## src/rtl/feature_scan_ctrl.sv

```systemverilog
// Sequencer for the feature read stage: walks every output pixel of one conv layer
// and emits window markers aligned to the read stage's one-cycle registered output.
//
// state | meaning
// IDLE  | waiting for iStart, config not yet latched
// READ  | onCe low, one window of winLen reads at a fixed center address
// GAP   | one onCe-high cycle between windows, advance to next pixel
// DONE  | one-cycle oDone pulse, then back to IDLE
module feature_scan_ctrl #(
  parameter int P_ADDR_W = 10,
  parameter int P_PIX_W  = 12
) (
  input  logic                clk,
  input  logic                Rst,
  input  logic                iStart,
  input  logic [1:0]          iKernelSize,
  input  logic [5:0]          inHW,
  input  logic [3:0]          iDepth,
  input  logic                iStride,
  output logic [P_ADDR_W-1:0] oReadCenterAddr,
  output logic                onCe,
  output logic [1:0]          oKernelSize,
  output logic [5:0]          onHW,
  output logic [3:0]          oDepth,
  output logic                oDataValid,
  output logic                oWinFirst,
  output logic                oWinLast,
  output logic [P_PIX_W-1:0]  oPixIdx,
  output logic                oBusy,
  output logic                oDone
);

  typedef enum logic [1:0] {IDLE, READ, GAP, DONE} state_t;

  state_t state, nextState;

  logic [1:0]          kSizeReg;
  logic [5:0]          hwReg;
  logic [3:0]          depthReg;
  logic                strideReg;
  logic [7:0]          winLen;
  logic [7:0]          winCnt;
  logic [5:0]          row, col, nextRow, nextCol;
  logic [6:0]          stepInc, colStep;
  logic [P_PIX_W-1:0]  pixIdx;
  logic [P_ADDR_W-1:0] addrReg, nextAddr;
  logic                cfgZero, winEnd, colWrap, lastPix;
  logic                validReg, firstReg, lastReg;
  logic [P_PIX_W-1:0]  pixOutReg;

  assign cfgZero = (iDepth == 4'd0) || (inHW == 6'd0);
  assign winEnd  = (winCnt == winLen - 8'd1);
  assign stepInc = strideReg ? 7'd2 : 7'd1;
  assign colStep = {1'b0, col} + stepInc;
  assign colWrap = (colStep >= {1'b0, hwReg});
  assign lastPix = colWrap && (({1'b0, row} + stepInc) >= {1'b0, hwReg});

  always_comb begin
    nextCol = colStep[5:0];
    nextRow = row;
    if (colWrap) begin
      nextCol = 6'd0;
      nextRow = row + stepInc[5:0];
    end
  end

  // Address arithmetic wraps at 2^P_ADDR_W by truncation.
  assign nextAddr = P_ADDR_W'((32'(nextRow) * 32'(hwReg) + 32'(nextCol)) * 32'(depthReg));

  always_ff @(posedge clk) begin
    if (Rst) state <= IDLE;
    else     state <= nextState;
  end

  always_comb begin
    nextState = state;
    case (state)
      IDLE: if (iStart) nextState = cfgZero ? DONE : READ;
      READ: if (winEnd) nextState = lastPix ? DONE : GAP;
      GAP:  nextState = READ;
      DONE: nextState = IDLE;
      default: nextState = IDLE;
    endcase
  end

  always_ff @(posedge clk) begin
    if (Rst) begin
      kSizeReg  <= '0;
      hwReg     <= '0;
      depthReg  <= '0;
      strideReg <= 1'b0;
      winLen    <= '0;
      winCnt    <= '0;
      row       <= '0;
      col       <= '0;
      pixIdx    <= '0;
      addrReg   <= '0;
      validReg  <= 1'b0;
      firstReg  <= 1'b0;
      lastReg   <= 1'b0;
      pixOutReg <= '0;
    end else begin
      case (state)
        IDLE: if (iStart) begin
          kSizeReg  <= iKernelSize;
          hwReg     <= inHW;
          depthReg  <= iDepth;
          strideReg <= iStride;
          winLen    <= (iKernelSize == 2'd3) ? 8'(iDepth) * 8'd9 : 8'(iDepth);
          winCnt    <= '0;
          row       <= '0;
          col       <= '0;
          pixIdx    <= '0;
          addrReg   <= '0;
        end
        READ: winCnt <= winEnd ? 8'd0 : winCnt + 8'd1;
        GAP: begin
          col     <= nextCol;
          row     <= nextRow;
          addrReg <= nextAddr;
          pixIdx  <= pixIdx + 1'b1;
        end
        default: ;
      endcase
      // Markers trail the read by one cycle to line up with the read stage's data.
      validReg  <= (state == READ);
      firstReg  <= (state == READ) && (winCnt == 8'd0);
      lastReg   <= (state == READ) && winEnd;
      pixOutReg <= (state == READ) ? pixIdx : '0;
    end
  end

  assign oReadCenterAddr = addrReg;
  assign onCe            = (state != READ);
  assign oKernelSize     = kSizeReg;
  assign onHW            = hwReg;
  assign oDepth          = depthReg;
  assign oDataValid      = validReg;
  assign oWinFirst       = firstReg;
  assign oWinLast        = lastReg;
  assign oPixIdx         = pixOutReg;
  assign oBusy           = (state != IDLE);
  assign oDone           = (state == DONE);

endmodule

```

## config.mk

```make
export PLATFORM = sky130hd
export DESIGN_NAME = feature_scan_ctrl
export DESIGN_NICKNAME = d
export VERILOG_FILES = /design/src/rtl/feature_scan_ctrl.sv
export SDC_FILE = /design/constraint.sdc
export NUM_CORES = 1
export LEC_CHECK = 0
export CAP_MARGIN = 0
export CORE_ASPECT_RATIO = 1.25
export CORE_MARGIN = 2
export CORE_UTILIZATION = 44
export DETAILED_ROUTE_END_ITERATION = 10
export PLACE_DENSITY = 0.68
export SLEW_MARGIN = 25
export SYNTH_ARGS = -nofsm -noshare
export SYNTH_HDL_FRONTEND = slang
export SYNTH_SLANG_ARGS = --single-unit
```

## constraint.sdc

```tcl
create_clock -name clk -period 12.9 [get_ports clk]
set_clock_uncertainty 0.2 [all_clocks]
set_input_delay 1.29 -clock clk [delete_from_list [all_inputs] [get_ports clk]]
set_output_delay 1.29 -clock clk [all_outputs]
set_load 0.01 [all_outputs]
```

# After elaboration in Yosys (flattened, before gate mapping)
# Cells that the tools add are included.
# totals
mem_bits_rw	0
output_inout_bits	40
latch_bits	0
mem_bits_ro	0
mem_count	0
input_bits	16
elab_cells	71
regBits	80
# classes
addsub	7
mul	3
shifts	0
bitwise_logic	1
div_mod_pow	0
order_cmp	2
n_mux	19
eq_ne	8
n_reduce_logical	16
# op_table
op	n
$mux 8	3
$pmux 12 s2	1
$pmux 6 s2	2
$pmux 10 s2	1
$mux 6	3
$pmux 8 s2	1
$add 6x2->7	2
$ge 7x6->1	2
$add 12x6->13	1
$mul 13x4->10	1
$add 12x1->12 const B	1
$mul 6x6->12	1
$mux 12	1
$mux 10	1
$add 8x1->8 const B	1
$eq 8x8->1	1
$logic_not 8->1	1
$mul 4x4->8 const B	1
$mux 2	4
$pmux 2 s4	1
$reduce_and 2->1	4
$sub 8x1->8 const B	1
$add 6x2->6	1
$eq 2x2->1 const B	3
12 further kinds	17

# Logic depth before layout (Yosys ltp)
# Gate-level depths: netlist of the first run.
# depth
depth_word	8
depth_mapped	38
depth_no_buf	38

# Least setup slack after synthesis of the first run
# OpenSTA, ideal clock, no wires.
# synth_timing
kind	reg-to-reg
start	register strideReg
end	register addrReg[9] (netlist: oReadCenterAddr[9])
slack_ps	4142
path_stages_with_launch	32
period_less_slack_ps	8758
setup_ps	130
arrival_time_ps	8429
required_time_ps	12570
n_path_buf	1
path_cell_list	dfxtp_1 inv_1 ha_1 fa_1 and3_4 xor2_1 ha_1 a21o_1 a21oi_1 o211a_2 clkbuf_1 a21oi_1 nand2b_1 fa_1 fa_1 fa_1 inv_1 fa_1 ha_1 o21ai_0 or4b_4 a31oi_1 fa_1 fa_1 ha_1 o21ai_0 nand2b_1 o31a_1 xnor2_1 xor3_1 xnor2_1 o31ai_2
# synth_between
elab_chain_len	8
word_cells_on_any_way	10
classes_between	add/sub (3); mul (2); order compare (1); mux (4)
# synth_lines
element	line	source
start, declared	40	logic strideReg;
start signal, assigned	108	strideReg <= iStride;
$mux 2 (*)	53	assign stepInc = strideReg ? 7'd2 : 7'd1;
$add 6x2->7	54	assign colStep = {1'b0, col} + stepInc;
$ge 7x6->1	55	assign colWrap = (colStep >= {1'b0, hwReg});
$mux 6	61	if (colWrap) begin
$mul 6x6->12	68	assign nextAddr = P_ADDR_W'((32'(nextRow) * 32'(hwReg) + 32'(nextCol)) * 32'(depthReg));
$add 12x6->13 (*)	68	
$mul 13x4->10 (*)	68	
$pmux 10 s2 (*)	103	case (state)
end signal, assigned	120	addrReg <= nextAddr;
end, declared	46	logic [P_ADDR_W-1:0] addrReg, nextAddr;
# Every way passes the cells marked *; elsewhere a longest branch is shown, timed or not.
# A chain may end at the register's enable or synchronous reset.

# Worst setup path in the final report of the first run
# Same ends and word-level chain as after synthesis.

==> results of run 1 <==
## per-layer routing
layer | GRT usage, % | up-vias | wire [um]
met5 | 0 | - | 0
met4 | 7.79 | 0 | 298
met3 | 3.60 | 25 | 484
met2 | 35.5 | 111 | 6980
met1 | 25.5 | 2427 | 6080
li1 | - | 2450 | -
## kinds of logic (layout without fill, tap and decap cells)
family                     after synthesis  count (layout)
xor gates and xnor gates                42              42
AOI/OAI and AO/OA                      117             117
buffers and inverters                   85             132
muxes                                    5               5
and+or+nand+nor                        291             291
adders and majority gates               90              90
DFF                                     77              77
## sequential cells by signal, summed over array words and instances, names as in the netlist, 4 cells and up
name and cells:
col 6, winLen 5, onHW 6, pixIdx 12, row 6, oReadCenterAddr 10, oDepth 4, winCnt 8
oPixIdx 12
## Yosys cell counts, drive strengths merged, types with 5 or more instances
library cell / count
a211oi: 5
a21o: 11
a21oi: 53
a22oi: 6
a31oi: 8
and2: 45
buf: 8
clkbuf: 21
dfxtp: 77
fa: 34
ha: 56
inv: 56
nand2: 86
nand2b: 13
nand3: 31
nand4: 8
nor2: 69
nor2b: 8
nor3: 10
o21ai: 16
xnor2: 17
xor2: 23
## cell type report
class	count	area [um2]	area share, %
multi-input cells	545	3980	58.5
clock inverters	5	35.0	0.515
clock buffers	11	243	3.57
repair buffers	60	583	8.57
inverters	56	210	3.09
well taps	171	214	3.14
flip-flops and latches	77	1540	22.6
## stage by stage
stage	power [mW]	hold WS (ns)	setup WS (ns)
6_report	0.586	0.255	3.41
3_5_place_dp	0.349	0.250	3.42
4_1_cts	0.591	0.259	3.39
5_1_grt	0.613	0.291	2.85
2_1_floorplan	0.316	0.244	4.14
3_3_place_gp	0.346	0.243	3.74
## path summary, 6_finish.rpt
| check | startpoint | cells after the start | end | slack, ns |
|---|---|---|---|---|
| worst max register to register | strideReg | 31 | oReadCenterAddr[9] | 3.41 |
| worst max-delay path | strideReg | 31 | oReadCenterAddr[9] | 3.41 |
| worst min-delay path | oKernelSize[0] | 2 | oKernelSize[0] | 0.26 |
| worst min register to register | oKernelSize[0] | 2 | oKernelSize[0] | 0.26 |
## power breakdown
group / leakage [nW] / total (mW) / switching (mW) / internal (mW)
Combinational: 2.24 / 0.0916 / 0.0543 / 0.0373
Clock: 0.136 / 0.242 / 0.106 / 0.136
Sequential: 0.623 / 0.253 / 0.00986 / 0.243
Total: 3.00 / 0.586 / 0.170 / 0.416
## critical path: cells and delay by family, from the launching register on
kind	cells	cell delay (ns)
AOI/OAI and AO/OA	9	1.96
xor gates and xnor gates	4	0.80
adders and majority gates	11	4.64
buffers and inverters	2	0.17
DFF	1	0.48
and+or+nand+nor	5	1.12
==> flow_metrics.tcl, run 1 <==
set metrics [dict create \
    detailed_place.area_um2 6530 \
    critical_path.endpoint_type "flop" \
    vias 5013 \
    final-instance-count-excl-fill 925 \
    finalSetupViolations 0 \
    postCtsHoldBufs 0 \
    final_cell_area_um2 6810 \
    grt_pass1_vias 5099 \
    max_slew.worst_pin.slew_ns 0.756 \
    dp_hpwl_um 10500 \
    cellPowerDensity_nw_per_um2 86.1 \
    die_x_um 107 \
    synth_simple_gate_area_share_pct 24.5 \
    nets 855 \
    timing.max_cap.violations 0 \
    cp_common_cell "fa_1" \
    number_of_standard_cell_rows_in_the_floorplan 47 \
    fp.dieArea_um2 14200 \
    fin_util_pct 51.9 \
    worst_path_arrival_ns 9.49 \
    num_io_pins 56 \
    hp-class "flop to flop" \
    firstDrtPassIters 4 \
    cts_setup_buffers 0 \
    yosys.area_share.xor_xnor_pct 6.80 \
    cts_made_buffers 9 \
    irDropWorstVdd_v 0.0000462 \
    post_route_cells_drive_above_1_share_pct 4.38 \
    yosys.area.top_type "dfxtp_1" \
    dominantRegCellSynth "dfxtp_1" \
    cts.path.max_buffers 2 \
    worst_setup_path_type "flop to flop" \
    avgSynthCellArea_um2 8.28 \
    layout.cells.most_common "nand2_1" \
    slew_headroom_pct 49.6 \
    critical-path-slowest-cell "fa_1" \
    clk_pin_slew_ns 0.06 \
    run_status "finished clean" \
    timing.final.max_slew_violations 0 \
    fill_cells 1242 \
    worst-path-max-fanout 15 \
    synth_compound_area_share_pct 12.2 \
    mappedNetlistNets 813 \
    number_of_synthesized_register_bits 77 \
    grt_start_max_net_pins 61 \
    globalRoute.totalOverflow 0 \
    iteration_0_drc_markers 239 \
    top_library_cells_by_usage_in_the_layout_fill_and_taps_aside "86 x nand2_1, 77 x dfxtp_1, 69 x nor2_1, 56 x inv_1, 56 x ha_1" \
    syn-cell-area_um2 5850 \
    dr_wl_cell_um 15.0 \
    synth-adder-area-share_pct 23.6 \
    rsz_0062_raised_after_global_routing "false" \
    grt_pass1_wl_um 23700 \
    synth-warning-count 0 \
    async_reset_ff_share_pct 0 \
    timing.fmax_ghz 0.105 \
    synth.top_cells.by_area "dfxtp_1 26%, ha_1 12%, fa_1 12%" \
    place_congestion 0.873 \
    clock-sinks 77 \
    finalWirelength_um 13800 \
    slowest_delay_ns 0.55 \
    floorplan.core_area_um2 13100 \
    final_hold_viol_count 0 \
    clock_insertion_delay_worst_skew_ns 0.33 \
    drcViolationCount 0 \
    cts.root.buffer_cell "clkbuf_16" \
    timing.critical_path.from_type "flop" \
    area.growth.synth_to_final_pct 16.3 \
    die_height_um 133 \
    cp.required_ns 12.90 \
    p_leak_nw 3.00 \
    placement.io_buffers 55 \
    totalNegativeSetupSlack_ns 0 \
    synth_mux_area_share_pct 0.898 \
    ctsResizeCount 0 \
    cts_max_level 3 \
    gr-usage-all-layers_pct 20.6 \
    unique_cell_type_count_in_the_yosys_netlist 53 \
    sequential_share_of_the_synthesized_area_pct 26.3 \
    netlist.area_leader.share_pct 26.3 \
    insertedDiodeCount 0 \
    tritoncts_clock_tree "done" \
    synth_top_family_by_area "simple AND/OR/NAND/NOR gates" \
    synth_cells 707 \
    final_period_minus_worst_setup_slack_ns 9.49 \
    antenna_found_initial 0 \
    post_dr_vias_cell 5.42 \
    start_util_pct 44.6 \
    place.detailed.instances 909 \
    drt.antenna.violating_nets 0 \
    synth_enable_flop_cells 0 \
    fin_crit_sh_pct 73.6 \
]
Power figures use the tool's default switching activity.
==> run 2: changes to the inputs <==
- clock period: 12.9 -> 9.7 ns (I/O delays scaled with it)
==> flow_metrics.tcl, run 2 (synthesis gave the netlist of run 1 again) <==
set metrics [dict create \
    run_status "finished clean" \
    iteration_0_drc_markers 241 \
    finalSetupViolations 0 \
    rr_startpoint "strideReg" \
    start_util_pct 44.6 \
    slowest_delay_ns 0.55 \
    max_slew.worst_pin.slew_ns 0.730 \
    power.switching_fraction_pct 29.5 \
    multi_input_area_um2 4000 \
    rsz_0062_raised_after_global_routing "false" \
    seq_power_share_pct 43.0 \
    timing.fmax_ghz 0.110 \
    clock-sinks 77 \
    critical-path-slowest-cell "fa_1" \
    num_io_pins 56 \
    timing.final.max_slew_violations 0 \
    worst_hold_path.num_cells 2 \
    end_of_the_worst_register_to_register_path "oReadCenterAddr[9]" \
    cellPowerDensity_nw_per_um2 114 \
    fp.dieArea_um2 14200 \
    clk_pin_slew_ns 0.07 \
    slew_headroom_pct 51.3 \
    nets 857 \
    floorplan.core_area_um2 13100 \
    hold_start "oKernelSize[0]" \
    timing.critical_path.from_type "flop" \
    cp.required_ns 9.71 \
    drcViolationCount 0 \
    die_x_um 107 \
    cts_made_buffers 9 \
    globalRoute.totalOverflow 0 \
    power.share.clock_pct 41.1 \
    layout.cells.most_common "nand2_1" \
    worst_path_arrival_ns 9.12 \
    fin_crit_sh_pct 94.0 \
    timing.max_cap.violations 0 \
    insertedDiodeCount 0 \
    power.internal_mw 0.551 \
    grt_pass1_vias 5028 \
    area.sequential_um2 1540 \
    die_height_um 133 \
    final-instance-count-excl-fill 927 \
    net-switching-power_mw 0.231 \
    clock_insertion_delay_worst_skew_ns 0.34 \
    worst_r2r_path_depth 31 \
    grt_start_max_net_pins 61 \
    r2r_setup_slack_ns 0.59 \
    grt_pass1_wl_um 23700 \
    post_dr_vias_cell 5.33 \
    finalWirelength_um 13700 \
    place_congestion 0.859 \
    hold_end "oKernelSize[0]" \
    post_route_cells_drive_above_1_share_pct 5.16 \
    gr-usage-all-layers_pct 20.6 \
    fill_cells 1190 \
    vias 4944 \
    firstDrtPassIters 4 \
    worst-path-max-fanout 15 \
    number_of_standard_cell_rows_in_the_floorplan 47 \
    dr_wl_cell_um 14.8 \
    place.detailed.instances 911 \
    cp_common_cell "fa_1" \
    area.growth.synth_to_final_pct 16.9 \
    antenna_found_initial 0 \
    tritoncts_clock_tree "done" \
    cts_max_level 3 \
    dp_hpwl_um 10300 \
    critical_path.endpoint_type "flop" \
    drt.antenna.violating_nets 0 \
    final_period_minus_worst_setup_slack_ns 9.11 \
    placement.io_buffers 55 \
    top_library_cells_by_usage_in_the_layout_fill_and_taps_aside "86 x nand2_1, 76 x dfxtp_1, 69 x nor2_1, 56 x inv_1, 56 x ha_1" \
    hp-class "flop to flop" \
    comb_power_share_pct 15.9 \
    worst_setup_path_type "flop to flop" \
    p_leak_nw 3.02 \
    totalNegativeSetupSlack_ns 0 \
    irDropWorstVdd_v 0.0000743 \
    cts.path.max_buffers 2 \
    cts.root.buffer_cell "clkbuf_16" \
    final_hold_viol_count 0 \
]
## run 2: cell types whose count changed in the layout (fill, tap and decap cells not counted)
cell	before	now
clkinv_2	2	1
clkinvlp_4	1	2
dfxtp_2	0	1
xnor2_1	17	15
clkbuf_1	1	0
clkbuf_8	1	0
buf_4	5	7
inv_8	0	1
xnor2_2	0	2
inv_6	1	2
dfxtp_1	77	76
## run 2: layout make-up
type	instances	share of cell area, %
clock buffer	9	3.29
sequential	77	22.5
multi-input combinational	545	58.4
inverter	56	3.07
tap	171	3.13
timing repair buffer	62	8.74
clock inverter	7	0.841
## run 2: stage by stage
| step | worst slack [ns] | power, mW | utilization [%] | area [um2] | hold slack, ns |
|---|---|---|---|---|---|
| CTS | 0.471 | 0.788 | 52.1 | 6830 | 0.259 |
| global placement | 0.691 | 0.464 | 49.9 | 6540 | 0.243 |
| detailed placement | 0.474 | 0.467 | 49.9 | 6540 | 0.250 |
| global route | 0.0413 | 0.819 | 52.2 | 6840 | 0.289 |
| finish | 0.585 | 0.781 | 52.2 | 6840 | 0.253 |
| floorplan | 0.942 | 0.420 | - | 5850 | 0.244 |
## run 2: how the worst max path moves through the flow
| stage | start | to | slack (ns) | cells after the start |
|---|---|---|---|---|
| after floorplan | strideReg | oReadCenterAddr[9] | 0.94 | 31 |
| after global placement | strideReg | oReadCenterAddr[9] | 0.69 | 30 |
| after detailed placement | strideReg | oReadCenterAddr[9] | 0.47 | 35 |
| after CTS | strideReg | oReadCenterAddr[9] | 0.47 | 30 |
| after global routing | strideReg | oReadCenterAddr[9] | 0.04 | 38 |
| final | strideReg | oReadCenterAddr[9] | 0.59 | 31 |
## run 2: repair_timing
action	CTS	global route
hold buffers	0	0
resized for setup	0	3
setup buffers	0	0
setup endpoints to repair	0	1
## run 2: layer usage
metal,wire [um],GRT usage [%]
met4,213,6.71
met2,6970,35.2
met1,6030,26.2
met5,0,0
met3,509,3.60
## run 2: critical path: cells and delay by family, from the launching register on
kind | cells | cell delay [ns]
flip-flops | 1 | 0.41
XOR/XNOR | 4 | 0.83
buffers and inverters | 2 | 0.14
AND/OR/NAND/NOR | 5 | 1.22
adder cells (fa/ha/maj) | 11 | 4.56
AO/OA/AOI/OAI | 9 | 1.63
## run 2: power by group through the flow
| stage | Combinational, mW | Sequential, mW | Clock, mW |
|---|---|---|---|
| global placement | 0.121 | 0.342 | 0 |
| detailed placement | 0.124 | 0.343 | 0 |
| CTS | 0.125 | 0.336 | 0.327 |
| floorplan | 0.0813 | 0.339 | 0 |
| global route | 0.139 | 0.338 | 0.342 |
| finish | 0.125 | 0.336 | 0.321 |
==> run 3: changes to the inputs <==
- HOLD_SLACK_MARGIN: not set -> 0.02
==> results of run 3 <==
No change in the layout: final DEF, timing and power equal those of run 2.
